**src/rtl/note_scroller_if.sv**
```systemverilog
// note_scroller_if: groups the note engine's request/response handshakes and
// the vga_ram port A write strobes.
//   master : drives frame_tick, spawn/hit requests; observes everything else
//   slave  : the note engine itself
interface note_scroller_if;
   logic        frame_tick;
   logic        spawn_valid;
   logic [2:0]  spawn_lane;
   logic        spawn_ready;
   logic        spawn_drop;
   logic        hit_valid;
   logic [2:0]  hit_lane;
   logic        hit_ready;
   logic        hit_ok;
   logic        hit_fail;
   logic        miss;
   logic [2:0]  miss_lane;
   logic        tick_overrun;
   logic        busy;
   logic [11:0] vga_ram_addr;
   logic        vga_ram_din;
   logic        vga_ram_we;

   modport master (
      output frame_tick, spawn_valid, spawn_lane, hit_valid, hit_lane,
      input  spawn_ready, spawn_drop, hit_ready, hit_ok, hit_fail, miss, miss_lane,
             tick_overrun, busy, vga_ram_addr, vga_ram_din, vga_ram_we
   );

   modport slave (
      input  frame_tick, spawn_valid, spawn_lane, hit_valid, hit_lane,
      output spawn_ready, spawn_drop, hit_ready, hit_ok, hit_fail, miss, miss_lane,
             tick_overrun, busy, vga_ram_addr, vga_ram_din, vga_ram_we
   );
endinterface

```
**src/rtl/note_scroller.sv**
```systemverilog
// note_scroller: falling-note sprite engine owning vga_ram write port A.
// Holds NUM_SLOTS notes, redraws them every frame_tick, retires notes at the
// bottom (miss) and resolves hit requests against a row window.
// Ports:
//   clk50 - system clock, also vga_ram port A clock
//   rst_n - asynchronous reset, active low
//   bus   - note_scroller_if.slave: frame_tick, spawn/hit handshakes, result
//           pulses, busy, vga_ram_addr/din/we ({row[8:0], lane[2:0]})
//
// state    | meaning
// ---------+-----------------------------------------------------------
// ST_CLEAR | write background to all 4096 addresses
// ST_IDLE  | accept tick (highest), hit, then spawn
// ST_DRAW  | write NOTE_H note pixels of slot cur, rows ascending
// ST_TICK  | visit slot idx; inactive slots cost one cycle
// ST_ERASE | write NOTE_H background pixels of slot cur
// ST_HSCAN | scan slot idx for the best hit candidate
module note_scroller #(
   parameter int NUM_SLOTS = 8,
   parameter int NOTE_H    = 16,
   parameter int SPEED     = 2,
   parameter int MAX_TOP   = 464,
   parameter int HIT_TOP   = 400,
   parameter int HIT_BOT   = 448
) (
   input logic            clk50,
   input logic            rst_n,
   note_scroller_if.slave bus
);
   localparam int IW = $clog2(NUM_SLOTS);
   localparam int HW = $clog2(NOTE_H);
   localparam logic [9:0] MAX_TOP_P = 10'(MAX_TOP);
   localparam logic [8:0] HIT_TOP_P = 9'(HIT_TOP);
   localparam logic [8:0] HIT_BOT_P = 9'(HIT_BOT);

   typedef enum logic [2:0] {ST_CLEAR, ST_IDLE, ST_DRAW, ST_TICK, ST_ERASE, ST_HSCAN} state_t;
   state_t state, state_n;

   logic          slot_act  [NUM_SLOTS];
   logic [2:0]    slot_lane [NUM_SLOTS];
   logic [8:0]    slot_pos  [NUM_SLOTS];

   logic [11:0]   clr_cnt;
   logic [IW-1:0] idx, cur, best_idx, free_idx;
   logic [HW-1:0] wcnt;
   logic [8:0]    best_pos, cur_row;
   logic [9:0]    new_pos;
   logic [2:0]    h_lane;
   logic          op_tick, tick_pend, best_found, free_found, last_idx, rdy;
   logic          cand, take;

   logic          we_n, din_n;
   logic [11:0]   addr_n;
   logic          spawn_acc, hit_acc, tick_go, drop_n, ok_n, fail_n, miss_n;
   logic          idx_inc, wcnt_ld, cur_from_idx, cur_from_best, free_cur, move_cur;

   // Lowest inactive slot wins: iterate downward so the last hit is the lowest.
   always_comb begin
      free_found = 1'b0;
      free_idx   = '0;
      for (int i = NUM_SLOTS - 1; i >= 0; i--) begin
         if (!slot_act[i]) begin
            free_found = 1'b1;
            free_idx   = IW'(i);
         end
      end
   end

   // wcnt counts down, so the row offset within the note is (NOTE_H-1) - wcnt.
   assign cur_row  = slot_pos[cur] + 9'(NOTE_H - 1) - 9'(wcnt);
   assign new_pos  = {1'b0, slot_pos[cur]} + 10'(SPEED);
   assign last_idx = (idx == IW'(NUM_SLOTS - 1));
   assign cand     = slot_act[idx] && (slot_lane[idx] == h_lane) &&
                     (slot_pos[idx] >= HIT_TOP_P) && (slot_pos[idx] <= HIT_BOT_P);
   // Strict compare keeps the earlier (lower-index) slot on equal positions.
   assign take     = cand && (!best_found || (slot_pos[idx] > best_pos));

   assign rdy             = (state == ST_IDLE) && !tick_pend;
   assign bus.hit_ready   = rdy;
   assign bus.spawn_ready = rdy && !bus.hit_valid;

   always_ff @(posedge clk50 or negedge rst_n) begin
      if (!rst_n) state <= ST_CLEAR;
      else        state <= state_n;
   end

   always_comb begin
      state_n       = state;
      we_n          = 1'b0;
      din_n         = 1'b0;
      addr_n        = '0;
      spawn_acc     = 1'b0;
      hit_acc       = 1'b0;
      tick_go       = 1'b0;
      drop_n        = 1'b0;
      ok_n          = 1'b0;
      fail_n        = 1'b0;
      miss_n        = 1'b0;
      idx_inc       = 1'b0;
      wcnt_ld       = 1'b0;
      cur_from_idx  = 1'b0;
      cur_from_best = 1'b0;
      free_cur      = 1'b0;
      move_cur      = 1'b0;
      case (state)
         ST_CLEAR: begin
            we_n   = 1'b1;
            addr_n = clr_cnt;
            if (clr_cnt == 12'hfff) state_n = ST_IDLE;
         end
         ST_IDLE: begin
            if (tick_pend) begin
               tick_go = 1'b1;
               state_n = ST_TICK;
            end else if (bus.hit_valid) begin
               hit_acc = 1'b1;
               state_n = ST_HSCAN;
            end else if (bus.spawn_valid) begin
               if (free_found && (bus.spawn_lane != 3'd7)) begin
                  spawn_acc = 1'b1;
                  wcnt_ld   = 1'b1;
                  state_n   = ST_DRAW;
               end else begin
                  drop_n = 1'b1;
               end
            end
         end
         ST_DRAW: begin
            we_n   = 1'b1;
            din_n  = 1'b1;
            addr_n = {cur_row, slot_lane[cur]};
            if (wcnt == '0) begin
               if (op_tick && !last_idx) begin
                  idx_inc = 1'b1;
                  state_n = ST_TICK;
               end else begin
                  state_n = ST_IDLE;
               end
            end
         end
         ST_TICK: begin
            if (slot_act[idx]) begin
               cur_from_idx = 1'b1;
               wcnt_ld      = 1'b1;
               state_n      = ST_ERASE;
            end else if (last_idx) begin
               state_n = ST_IDLE;
            end else begin
               idx_inc = 1'b1;
            end
         end
         ST_ERASE: begin
            we_n   = 1'b1;
            addr_n = {cur_row, slot_lane[cur]};
            if (wcnt == '0) begin
               if (!op_tick) begin
                  free_cur = 1'b1;
                  state_n  = ST_IDLE;
               end else if (new_pos > MAX_TOP_P) begin
                  free_cur = 1'b1;
                  miss_n   = 1'b1;
                  if (last_idx) begin
                     state_n = ST_IDLE;
                  end else begin
                     idx_inc = 1'b1;
                     state_n = ST_TICK;
                  end
               end else begin
                  move_cur = 1'b1;
                  wcnt_ld  = 1'b1;
                  state_n  = ST_DRAW;
               end
            end
         end
         ST_HSCAN: begin
            if (last_idx) begin
               if (take || best_found) begin
                  ok_n          = 1'b1;
                  cur_from_best = 1'b1;
                  wcnt_ld       = 1'b1;
                  state_n       = ST_ERASE;
               end else begin
                  fail_n  = 1'b1;
                  state_n = ST_IDLE;
               end
            end else begin
               idx_inc = 1'b1;
            end
         end
         default: state_n = ST_CLEAR;
      endcase
   end

   always_ff @(posedge clk50 or negedge rst_n) begin
      if (!rst_n) begin
         for (int i = 0; i < NUM_SLOTS; i++) begin
            slot_act[i]  <= 1'b0;
            slot_lane[i] <= '0;
            slot_pos[i]  <= '0;
         end
         clr_cnt          <= '0;
         idx              <= '0;
         cur              <= '0;
         best_idx         <= '0;
         best_pos         <= '0;
         best_found       <= 1'b0;
         wcnt             <= '0;
         h_lane           <= '0;
         op_tick          <= 1'b0;
         tick_pend        <= 1'b0;
         bus.tick_overrun <= 1'b0;
         bus.spawn_drop   <= 1'b0;
         bus.hit_ok       <= 1'b0;
         bus.hit_fail     <= 1'b0;
         bus.miss         <= 1'b0;
         bus.miss_lane    <= '0;
         bus.busy         <= 1'b0;
         bus.vga_ram_we   <= 1'b0;
         bus.vga_ram_din  <= 1'b0;
         bus.vga_ram_addr <= '0;
      end else begin
         if (state == ST_CLEAR) clr_cnt <= clr_cnt + 12'd1;
         // A new tick landing in the same cycle it is consumed becomes the next pending one.
         if (bus.frame_tick)  tick_pend <= 1'b1;
         else if (tick_go)    tick_pend <= 1'b0;
         bus.tick_overrun <= bus.frame_tick && tick_pend && !tick_go;

         if (tick_go) begin
            op_tick <= 1'b1;
            idx     <= '0;
         end
         if (hit_acc) begin
            op_tick    <= 1'b0;
            idx        <= '0;
            h_lane     <= bus.hit_lane;
            best_found <= 1'b0;
         end
         if (spawn_acc) begin
            op_tick             <= 1'b0;
            cur                 <= free_idx;
            slot_act[free_idx]  <= 1'b1;
            slot_lane[free_idx] <= bus.spawn_lane;
            slot_pos[free_idx]  <= '0;
         end
         if (idx_inc) idx <= idx + IW'(1);
         if ((state == ST_HSCAN) && take) begin
            best_found <= 1'b1;
            best_idx   <= idx;
            best_pos   <= slot_pos[idx];
         end
         if (wcnt_ld)            wcnt <= HW'(NOTE_H - 1);
         else if (wcnt != '0)    wcnt <= wcnt - HW'(1);
         if (cur_from_idx)  cur <= idx;
         if (cur_from_best) cur <= take ? idx : best_idx;
         if (free_cur)      slot_act[cur] <= 1'b0;
         if (move_cur)      slot_pos[cur] <= new_pos[8:0];

         bus.spawn_drop   <= drop_n;
         bus.hit_ok       <= ok_n;
         bus.hit_fail     <= fail_n;
         bus.miss         <= miss_n;
         bus.miss_lane    <= miss_n ? slot_lane[cur] : 3'd0;
         bus.busy         <= (state_n != ST_IDLE);
         bus.vga_ram_we   <= we_n;
         bus.vga_ram_din  <= din_n;
         bus.vga_ram_addr <= addr_n;
      end
   end
endmodule

```
**src/flat_wrapper.sv**
```systemverilog
// flat-port wrapper written by rule: the top's interface ports become plain ports
module note_scroller_flat 
#(
   parameter int NUM_SLOTS = 8,
   parameter int NOTE_H    = 16,
   parameter int SPEED     = 2,
   parameter int MAX_TOP   = 464,
   parameter int HIT_TOP   = 400,
   parameter int HIT_BOT   = 448
)
  (clk50, rst_n, bus_frame_tick, bus_spawn_valid, bus_spawn_lane, bus_hit_valid, bus_hit_lane, bus_spawn_ready, bus_spawn_drop, bus_hit_ready, bus_hit_ok, bus_hit_fail, bus_miss, bus_miss_lane, bus_tick_overrun, bus_busy, bus_vga_ram_addr, bus_vga_ram_din, bus_vga_ram_we);
  note_scroller_if bus_i ();
  input logic clk50;
  input logic rst_n;
  input wire logic [$bits(bus_i.frame_tick)-1:0] bus_frame_tick;
  input wire logic [$bits(bus_i.spawn_valid)-1:0] bus_spawn_valid;
  input wire logic [$bits(bus_i.spawn_lane)-1:0] bus_spawn_lane;
  input wire logic [$bits(bus_i.hit_valid)-1:0] bus_hit_valid;
  input wire logic [$bits(bus_i.hit_lane)-1:0] bus_hit_lane;
  output wire logic [$bits(bus_i.spawn_ready)-1:0] bus_spawn_ready;
  output wire logic [$bits(bus_i.spawn_drop)-1:0] bus_spawn_drop;
  output wire logic [$bits(bus_i.hit_ready)-1:0] bus_hit_ready;
  output wire logic [$bits(bus_i.hit_ok)-1:0] bus_hit_ok;
  output wire logic [$bits(bus_i.hit_fail)-1:0] bus_hit_fail;
  output wire logic [$bits(bus_i.miss)-1:0] bus_miss;
  output wire logic [$bits(bus_i.miss_lane)-1:0] bus_miss_lane;
  output wire logic [$bits(bus_i.tick_overrun)-1:0] bus_tick_overrun;
  output wire logic [$bits(bus_i.busy)-1:0] bus_busy;
  output wire logic [$bits(bus_i.vga_ram_addr)-1:0] bus_vga_ram_addr;
  output wire logic [$bits(bus_i.vga_ram_din)-1:0] bus_vga_ram_din;
  output wire logic [$bits(bus_i.vga_ram_we)-1:0] bus_vga_ram_we;
  assign bus_i.frame_tick = bus_frame_tick;
  assign bus_i.spawn_valid = bus_spawn_valid;
  assign bus_i.spawn_lane = bus_spawn_lane;
  assign bus_i.hit_valid = bus_hit_valid;
  assign bus_i.hit_lane = bus_hit_lane;
  assign bus_spawn_ready = bus_i.spawn_ready;
  assign bus_spawn_drop = bus_i.spawn_drop;
  assign bus_hit_ready = bus_i.hit_ready;
  assign bus_hit_ok = bus_i.hit_ok;
  assign bus_hit_fail = bus_i.hit_fail;
  assign bus_miss = bus_i.miss;
  assign bus_miss_lane = bus_i.miss_lane;
  assign bus_tick_overrun = bus_i.tick_overrun;
  assign bus_busy = bus_i.busy;
  assign bus_vga_ram_addr = bus_i.vga_ram_addr;
  assign bus_vga_ram_din = bus_i.vga_ram_din;
  assign bus_vga_ram_we = bus_i.vga_ram_we;
  note_scroller #(.NUM_SLOTS(NUM_SLOTS), .NOTE_H(NOTE_H), .SPEED(SPEED), .MAX_TOP(MAX_TOP), .HIT_TOP(HIT_TOP), .HIT_BOT(HIT_BOT)) u_core (.clk50(clk50), .rst_n(rst_n), .bus(bus_i));
endmodule
```
**config.mk**
```make
export PLATFORM = sky130hd
export DESIGN_NAME = note_scroller_flat
export DESIGN_NICKNAME = d
export VERILOG_FILES = /design/src/rtl/note_scroller_if.sv /design/src/rtl/note_scroller.sv /design/src/flat_wrapper.sv
export SDC_FILE = /design/constraint.sdc
export NUM_CORES = 1
export LEC_CHECK = 0
export CORE_AREA = 2 2 136 138
export CTS_CLUSTER_SIZE = 12
export DETAILED_ROUTE_END_ITERATION = 16
export DIE_AREA = 0 0 138 140
export GPL_ROUTABILITY_DRIVEN = 0
export PLACE_DENSITY = 0.82
export SYNTH_ARGS = -nofsm -noshare
export SYNTH_HDL_FRONTEND = slang
export SYNTH_SLANG_ARGS = --single-unit
```
**constraint.sdc**
```tcl
create_clock -name clk50 -period 11.11 [get_ports clk50]
set_input_delay 1.111 -clock clk50 [delete_from_list [all_inputs] [get_ports clk50]]
set_output_delay 1.111 -clock clk50 [all_outputs]
set_load 0.02 [all_outputs]
```
==> metrics, run 1 <==
asr flop ratio synth 100%; Hold Path Depth 2; initial DRC count 707; CP max FO 26; Core ar. 17800 µm²; Worst IR Drop VDD approximately 0.00010 V; Resized cells post-CTS 0; unrepaired setup endpoints after global routing false; Final nets 942; M3 GR Usage 7.11%; largest net degree at the start of global routing slightly above 100; count of cell types in the netlist a little under 70; Fin. Hold Viols 0; post-synthesis sequential area ratio between 40% and 50%; reg2reg start u_core.cur[2]$_DFFE_PN0P_; outcome finished clean; Post-Syn Nets 930; max-slew violations 0; measured slew at the worst slew-check pin about 0.92 ns; Hold-fix buffers, CTS 0; all-layer global routing usage 26.4%; I/O pin count 36; met1 usage about a third; clock slew at the register clock pins of the worst setup and hold paths around 0.07 ns; Die X between 100 and 150 µm; Routed WL per cell between 20 and 25 µm; max_slew headroom a little under two fifths; H-tree levels 4; Reg2Reg Depth 12; gr busiest metal met2; endpoint type of the worst setup path register; Setup violations, final 0; Area Overhead vs Synth 10.8%; Mean Syn Cell Area around 11 µm²; die area approximately 19000 µm²; CTS Root Cell clkbuf_16; Fmax between 200 and 250 MHz; Crit Path Category reg -> reg; # Post-CTS Setup Buffers 0; Seq cells post-synth between 150 and 200; Die Ht 140 µm; Core Util, Final 60.6%; Max-Cap Viols 0; Worst EP required 11.46 ns; # clock sinks 170; clk_skew 0.0110 ns; antenna violations before repair 0; power density over the cells around 110 nW/µm²; setup tns final 0 ns; Antenna Cells 0; Vias 7242; post-layout min period around 4.8 ns; # DRC 0; worst skew pair latency 0.44 ns; DP HPWL approximately 17000 µm; Synth Warn # 0; R2R Path End u_core.slot_pos[40]$_DFF_PN0_; final wirelength 24700 µm; Most used DFF post-synth dfrtp_1; ratio of cells with drive above 1 in the final layout 15.3%; Vias/cell around 6.3; TritonRoute pass-1 iters 5; period utilization a little over two fifths; CTS Buf Count 17; R2R setup slack between 6 and 7 ns; initial core utilization roughly 55%; Tot Pwr approximately 1.2 mW; CTS tree yes; Critical Path AT 5.16 ns; Longest Clk Path Bufs 2; first-pass GRT wire length approximately 40000 µm; row count 49; crit start category register; Overflow after GRT 0; Syn Inst Count a little under 900; hold endpoint u_core.best_pos[8]$_DFFE_PN0P_; HP Start u_core.best_pos[8]$_DFFE_PN0P_; EDFF count, synth 0; vias in the first global route around 7000; P_leak about 5.0 nW; HP Class reg -> reg; Synth Cell Area between 9000 and 10000 µm²; Post-DRT Antenna Nets 0; met2 usage between 40% and 50%; count of input and output buffers 35
cell type report:
cell class                 instances  area [µm²]
multi-input combinational        630        5100
inverter                          39         146
clock buffer                      20         457
clock inverter                    12         116
sequential                       170        4260
timing repair buffer              43         412
tap                              229         287
fill                            1374        7010
sequential cells by signal, summed over array words and instances, names as in the netlist, 4 cells and up:
register                 flops
u_core.slot_lane            24
u_core.best_pos              9
u_core.wcnt                  4
u_core.bus.vga_ram_addr     12
u_core.slot_act              8
u_core.clr_cnt              12
u_core.slot_pos             72
placed cells by master, fill, tap and decap left out, drive strengths merged, types with 14 or more instances in the layout:
cell	synthesis	layout
dfrtp	170	170
nand2	116	116
mux2i	80	80
nor2	45	45
inv	39	41
mux4	40	40
mux2	40	40
clkdlybuf4s50	0	34
o21ai	33	33
a21oi	33	33
nand3	30	30
ha	29	29
clkbuf	29	20
and2	18	18
o211ai	17	17
xnor2	14	14
nand4	14	14
stage by stage:
step / cells / cell area [µm²] / hold slack, ns / setup slack [ns]
after floorplan: 889 / 9720 / 0.418 / 7.52
after global placement: 1111 / 10200 / 0.429 / 6.52
after detailed placement: 1111 / 10200 / 0.438 / 6.38
after CTS: 1143 / 10800 / 0.453 / 6.33
after global routing: 1143 / 10800 / 0.479 / 5.92
final: 1143 / 10800 / 0.453 / 6.30
synthesized netlist by cell type (2+ instances only):
cell type / n / area share, %
a211o_1: 3 / 0.27
a21o_1: 5 / 0.39
a21oi_1: 32 / 1.6
a221o_1: 2 / 0.21
a221oi_1: 2 / 0.18
a22o_1: 4 / 0.36
a22oi_1: 6 / 0.46
a31oi_1: 7 / 0.45
and2_1: 17 / 1.1
and3_1: 10 / 0.64
and3b_1: 3 / 0.27
buf_1: 5 / 0.19
buf_2: 10 / 0.51
buf_4: 4 / 0.31
buf_6: 2 / 0.23
clkbuf_1: 29 / 1.1
dfrtp_1: 170 / 44
ha_1: 29 / 3.7
inv_1: 38 / 1.5
mux2_2: 39 / 4.5
mux2i_1: 79 / 8.1
mux4_2: 40 / 9.3
nand2_1: 116 / 4.5
nand2b_1: 4 / 0.26
nand3_1: 30 / 1.5
nand3b_1: 4 / 0.31
nand4_1: 12 / 0.77
nand4_4: 2 / 0.44
nor2_1: 45 / 1.7
nor2b_1: 4 / 0.26
nor3_1: 12 / 0.62
nor3b_1: 5 / 0.39
nor4b_4: 2 / 0.49
o211ai_1: 17 / 1.3
o21a_1: 4 / 0.31
o21ai_0: 33 / 1.7
o21bai_1: 3 / 0.23
o22ai_1: 4 / 0.26
o311ai_0: 2 / 0.18
or2_2: 3 / 0.19
or3_1: 2 / 0.13
xnor2_1: 13 / 1.2
xor2_1: 11 / 0.99
worst max path at each step:
stage,startpoint,end,slack (ns),cells past startpoint
global route,u_core.cur[2]$_DFFE_PN0P_,u_core.slot_pos[55]$_DFF_PN0_,5.92,12
CTS,u_core.cur[2]$_DFFE_PN0P_,u_core.slot_pos[40]$_DFF_PN0_,6.33,12
finish,u_core.cur[2]$_DFFE_PN0P_,u_core.slot_pos[40]$_DFF_PN0_,6.30,12
global placement,u_core.cur[2]$_DFFE_PN0P_,u_core.slot_pos[43]$_DFF_PN0_,6.52,12
detailed placement,u_core.cur[2]$_DFFE_PN0P_,u_core.slot_pos[58]$_DFF_PN0_,6.38,12
floorplan,u_core.cur[1]$_DFFE_PN0P_,u_core.slot_pos[41]$_DFF_PN0_,7.52,14
routing by layer:
layer | vias up | share of wire, %
met2 | 347 | 47
li1 | 3230 | -
met3 | 75 | 8.6
met4 | 0 | 4.6
met1 | 3590 | 40
met5 | - | 0
cells by family after synthesis:
logic type,after synthesis,share of synthesized area (%)
buffers and inverters,89,3.87
adders and majority gates,30,3.94
and+or+nand+nor,279,14.4
muxes,160,22.3
DFF,170,43.8
AOI/OAI and AO/OA,135,9.15
xor gates and xnor gates,26,2.61
critical path: stages (launching register included):
cell	delay (ns)
dfrtp_2	0.74
buf_4	0.42
mux2i_1	0.23
o22ai_1	0.10
a221oi_1	0.57
inv_1	0.21
ha_1	0.27
nand4_1	0.16
xor2_2	0.41
nor3_2	0.15
a31oi_4	0.43
nor4b_4	0.75
mux2i_1	0.27
power by group:
| part | switching, mW | total, mW | internal [mW] | leakage [nW] |
|---|---|---|---|---|
| clock | 0.252 | 0.574 | 0.322 | 0.265 |
| combinational | 0.0144 | 0.0185 | 0.00410 | 2.66 |
| sequential | 0.0000492 | 0.619 | 0.619 | 2.04 |
(Power assumes the default switching activity.)
==> run 2, diff against run 1 <==
clock period = 4.5 ns   (was 11.11 ns; I/O delays follow)
==> run 2 against run 1 <==
Against the previous run:
- die area is the same
- non-clock buffer count grew 20
- maximum frequency grew 16%
- sequential cell count is the same
- critical path depth shrank 1
- final area grew 1.5%
- worst setup slack lost 6.0 ns
- cell count grew 1.7%
- clock skew is essentially flat
- wire length grew 2.8%
- global-route usage grew 0.64 points
- critical path type unchanged
- largest power group unchanged
==> metrics, run 2 (synthesized netlist as in run 1, its figures left out) <==
met1 usage 35.0% (+0.88 points); clk_skew 0.0111 ns (+0.000102 ns); Critical Path, Cell by Cell mux2_2, a221oi_1, o21a_1, inv_1, ha_1, xnor2_4, nor4b_2, o221ai_2, a31oi_1, nand2_1, mux2i_1; worst skew pair latency 0.45 ns (about the same); HP Class in -> async; Longest Clk Path Bufs 2 (unchanged); crit start category register; Setup violations, final 0 (unchanged); Fmax 241 MHz (+16%); final wirelength 25400 µm (+2.8%); Worst EP required 4.79 ns (-6.67 ns); Area Overhead vs Synth 12.5%; most frequent cells in the layout 168 x dfrtp_1, 116 x nand2_1, 79 x mux2i_1, 45 x nor2_1, 40 x mux4_2; Core ar. 17800 µm² (unchanged); CP delay by family, top compound AO/OA/AOI/OAI gates; P_leak 5.08 nW (+2.2%); Reg with most FFs u_core.slot_pos; initial DRC count 803 (+14%); CTS tree yes; clock slew at the register clock pins of the worst setup and hold paths 0.07 ns (about the same); commonest non-fill, non-tap cell in the layout dfrtp_1; Vias 7477 (+3.2%); ratio of cells with drive above 1 in the final layout 17.2% (+1.9 points); crit-path max cell delay 0.72 ns (-0.03 ns); top flop regs u_core.slot_pos (72), u_core.slot_lane (24); die area 19300 µm² (unchanged); Finished Layout Cells 1163 (+1.7%); Resized cells post-CTS 0 (unchanged); post-layout min period 4.15 ns (-0.654 ns); I/O pin count 36 (unchanged); unrepaired setup endpoints after global routing false; met2 usage 43.1% (+2.0 points); outcome finished clean; all-layer global routing usage 27.0% (+0.64 points); Final nets 962 (+2.1%); Post-DRT Antenna Nets 0 (unchanged); Max-Cap Viols 0 (unchanged); CTS Buf Count 17 (unchanged); placed insts 1131 (+1.8%); largest net degree at the start of global routing 105 (+2.9%); gr busiest metal met2; count of input and output buffers 35 (unchanged); setup tns final 0 ns (unchanged); Crit Path Category reg -> reg; Die Ht 140 µm (unchanged); Die X 138 µm (unchanged); first-pass GRT wire length 40700 µm (+2.6%); R2R setup slack 0.35 ns (-5.96 ns); max reg flops 72 (unchanged); endpoint type of the worst setup path register; Routed WL per cell 21.8 µm (+1.1%); TritonRoute pass-1 iters 7 (+2); # Post-CTS Setup Buffers 0 (unchanged); Hold-fix buffers, CTS 0 (unchanged); power density over the cells 279 nW/µm² (+150%); CTS Root Cell clkbuf_16; vias in the first global route 7325 (+1.6%); Critical Path AT 4.45 ns (-0.71 ns); # DRC 0 (unchanged); period utilization 92.3% (+49 points); Worst IR Drop VDD 0.000265 V (+150%); max-slew violations 0 (unchanged); Vias/cell 6.43 (+1.5%); Fin. Hold Viols 0 (unchanged); Antenna Cells 0 (unchanged); Slowest-stage cell, CP dfrtp_1; Tot Pwr 3.05 mW (+150%); DP HPWL 17300 µm (+3.8%); crit path buf inv count 1 (-1); Overflow after GRT 0 (unchanged); row count 49 (unchanged); # clock sinks 170 (unchanged); max_slew headroom 35.2% (-3.1 points); H-tree levels 4 (unchanged); M3 GR Usage 6.39% (-0.72 points); initial core utilization 54.7% (unchanged); Core Util, Final 61.5% (+0.93 points); CP max FO 13 (-50%); antenna violations before repair 0 (unchanged); measured slew at the worst slew-check pin 0.971 ns (+0.0464 ns)
-- run 2: worst paths after layout --
| kind | startpoint | end | cells past startpoint |
|---|---|---|---|
| hold / removal | rst_n | u_core.best_pos[0]$_DFFE_PN0P_ | 1 |
| min in group clk50 | u_core.best_pos[8]$_DFFE_PN0P_ | u_core.best_pos[8]$_DFFE_PN0P_ | 2 |
| max in group asynchronous | rst_n | u_core.slot_pos[59]$_DFF_PN0_ | 2 |
| setup reg to reg | u_core.cur[1]$_DFFE_PN0P_ | u_core.slot_pos[53]$_DFF_PN0_ | 11 |
| hold reg to reg | u_core.best_pos[8]$_DFFE_PN0P_ | u_core.best_pos[8]$_DFFE_PN0P_ | 2 |
| setup / recovery | u_core.cur[1]$_DFFE_PN0P_ | u_core.slot_pos[53]$_DFF_PN0_ | 11 |
-- run 2: metal layers --
metal	up-vias	wire (µm)
met5	-	0
met4	0	1180
met3	109	2500
met2	446	11800
met1	3641	9870
li1	3281	-
-- run 2: where the power goes --
group	leakage [nW]	internal [mW]	switching [mW]
Clock	0.278	0.832	0.640
Sequential	2.04	1.53	0.000115
Combinational	2.76	0.0107	0.0369
-- run 2: area by class of cell --
cell class	instances	area, µm²
Timing Repair Buffer	63	562
Clock inverter	14	149
Inverter	39	146
Multi-Input combinational cell	630	5100
Clock buffer	18	439
Fill cell	1365	6840
Sequential cell	170	4260
Tap cell	229	287
-- run 2: stage by stage --
step	setup slack [ns]	instance area [µm²]	hold slack, ns
finish	0.346	10900	0.114
global route	0.103	10900	0.206
CTS	0.426	10900	0.166
global placement	0.624	10300	0.434
detailed placement	0.504	10300	0.445
floorplan	0.908	9720	0.154
==> run 3, diff against run 2 <==
--- a/config.mk
+++ b/config.mk
@@ -8,2 +8,3 @@
 export CORE_AREA = 2 2 136 138
+export CTS_CLUSTER_DIAMETER = 60
 export CTS_CLUSTER_SIZE = 12
==> constraint.sdc (replaced) <==
create_clock -name clk50 -period 4.4 [get_ports clk50]
set_input_delay 0.44 -clock clk50 [delete_from_list [all_inputs] [get_ports clk50]]
set_output_delay 0.44 -clock clk50 [all_outputs]
set_load 0.005 [all_outputs]
==> run 3 against run 2 <==
Against the previous run:
- hold slack worse by 0.038 ns
- non-clock buffer count is 10 higher
- critical path type unchanged
- sequential power about the same
- critical endpoint is now u_core.slot_pos[39]$_DFF_PN0_
- final area up 0.70%
- first-iteration DRC count fell by 3.9%
- maximum frequency rose by 3.0%
==> metrics, run 3 (synthesized netlist as in run 1, its figures left out) <==
Area Overhead vs Synth 13.3%; power density over the cells 277 nW/µm² (-0.48%); HP Class in -> async; TritonRoute pass-1 iters 5 (-2); max_slew headroom 33.5% (-1.7 points); max-slew violations 0 (unchanged); Logic pwr share 1.6% (about the same); Die Ht 140 µm (unchanged); Switching Share 20.9% (-1.3 points); P_leak 5.12 nW (+0.91%); antenna violations before repair 0 (unchanged); Vias/cell 6.38 (-0.75%); top flop regs u_core.slot_pos (72), u_core.slot_lane (24); Fmax 248 MHz (+3.0%); CP max FO 12 (-1); Fin. Hold Viols 0 (unchanged); crit start category register; CTS Buf Count 17 (unchanged); H-tree levels 4 (unchanged); Final nets 972 (+1.0%); most frequent cells in the layout 168 x dfrtp_1, 116 x nand2_1, 79 x mux2i_1, 45 x nor2_1, 40 x mux4_2; vias in the first global route 7458 (+1.8%); Critical Path AT 4.39 ns (-0.06 ns); Antenna Cells 0 (unchanged); Crit Path Category reg -> reg; largest net degree at the start of global routing 109 (+3.8%); Post-DRT Antenna Nets 0 (unchanged); Overflow after GRT 0 (unchanged); Vias 7472 (-0.067%); commonest non-fill, non-tap cell in the layout dfrtp_1; post-layout min period 4.03 ns (-0.121 ns); count of input and output buffers 35 (unchanged); I/O pin count 36 (unchanged); Sequential Power Share 51.2% (+1.0 points); Max-Cap Viols 0 (unchanged); # clock sinks 170 (unchanged); Reg with most FFs u_core.slot_pos; clock slew at the register clock pins of the worst setup and hold paths 0.06 ns (about the same); row count 49 (unchanged); outcome finished clean; worst skew pair latency 0.44 ns (about the same); CTS Root Cell clkbuf_16; DP HPWL 17700 µm (+2.4%); all-layer global routing usage 27.3% (+0.27 points); Worst EP required 4.76 ns (-0.03 ns); die area 19300 µm² (unchanged); endpoint type of the worst setup path register; Longest Clk Path Bufs 2 (unchanged); CTS tree yes; # DRC 0 (unchanged); final wirelength 25400 µm (about the same); Die X 138 µm (unchanged); Worst IR Drop VDD 0.000247 V (-6.8%); Setup violations, final 0 (unchanged); Hold-fix buffers, CTS 0 (unchanged); initial core utilization 54.7% (unchanged); max reg flops 72 (unchanged); DP Area 10500 µm² (+1.1%); Final Cell Area 11000 µm² (+0.70%); setup tns final 0 ns (unchanged); Clk network pwr share 47.2% (-1.1 points); ratio of cells with drive above 1 in the final layout 17.5% (+0.28 points); Routed WL per cell 21.7 µm (-0.66%); initial DRC count 772 (-3.9%); internal power 2.42 mW (+1.9%); period utilization 91.6% (-0.66 points); unrepaired setup endpoints after global routing false; Core ar. 17800 µm² (unchanged); Resized cells post-CTS 0 (unchanged); measured slew at the worst slew-check pin 0.997 ns (+0.0255 ns); # Post-CTS Setup Buffers 0 (unchanged); first-pass GRT wire length 41000 µm (+0.63%); sw power 639 µW (-5.6%); clk_skew 0.00809 ns (-0.00297 ns)
run 3: cell count changes in the layout (fill, tap and decap cells not counted):
cell / before / now
buf_4: 28 / 35
clkbuf_1: 0 / 4
clkinv_4: 4 / 0
buf_12: 0 / 3
clkinvlp_4: 4 / 3
inv_6: 1 / 0
run 3: power by group through the flow:
stage	clock network (mW)	registers (mW)	logic [mW]
finish	1.44	1.56	0.0477
global route	1.53	1.56	0.0555
CTS	1.45	1.56	0.0502
detailed placement	0	1.59	0.0500
global placement	0	1.59	0.0495
floorplan	0	1.59	0.00380
run 3: per-layer routing:
layer,GRT usage [%],wire (µm),vias up
li1,-,-,3296
met4,14.6,1220,0
met1,34.8,10100,3702
met3,7.04,2280,82
met2,43.0,11800,392
met5,0,0,-
run 3: worst paths after layout:
| kind | cells past startpoint | slack (ns) | from | to |
|---|---|---|---|---|
| worst min-delay path | 1 | 0.08 | rst_n | u_core.best_pos[1]$_DFFE_PN0P_ |
| max in group asynchronous | 2 | 3.46 | rst_n | u_core.slot_pos[30]$_DFF_PN0_ |
| worst max register to register | 12 | 0.37 | u_core.cur[1]$_DFFE_PN0P_ | u_core.slot_pos[39]$_DFF_PN0_ |
| worst max-delay path | 12 | 0.37 | u_core.cur[1]$_DFFE_PN0P_ | u_core.slot_pos[39]$_DFF_PN0_ |
| worst min register to register | 2 | 0.46 | u_core.best_pos[7]$_DFFE_PN0P_ | u_core.best_pos[7]$_DFFE_PN0P_ |
| min in group clk50 | 2 | 0.46 | u_core.best_pos[7]$_DFFE_PN0P_ | u_core.best_pos[7]$_DFFE_PN0P_ |
run 3: cell type report:
cell class | count | area, µm²
Fill cell | 1355 | 6770
Multi-Input combinational cell | 630 | 5100
Sequential cell | 170 | 4260
Timing Repair Buffer | 73 | 674
Clock buffer | 22 | 454
Tap cell | 229 | 287
Inverter | 39 | 146
Clock inverter | 8 | 97.6
run 3: worst max-delay path: stages, from the launching register on:
cell and delay, ns:
dfrtp_1 0.73, mux2_2 0.40, a221oi_1 0.26, o21a_1 0.28, inv_1 0.14, ha_1 0.30
xnor2_4 0.19, nor4b_2 0.28, o221ai_2 0.21, a31oi_4 0.42, nor4b_4 0.27, buf_4 0.25
mux2i_1 0.21
run 3: stage by stage:
step / hold WS (ns) / setup slack [ns] / power [mW] / utilization [%] / cells
floorplan: 0.144 / 0.808 / 1.60 / - / 889
detailed placement: 0.441 / 0.428 / 1.64 / 58.8 / 1141
global route: 0.204 / 0.129 / 3.15 / 61.9 / 1171
CTS: 0.172 / 0.398 / 3.06 / 61.9 / 1171
finish: 0.0765 / 0.368 / 3.05 / 61.9 / 1171
global placement: 0.435 / 0.654 / 1.64 / 58.8 / 1141
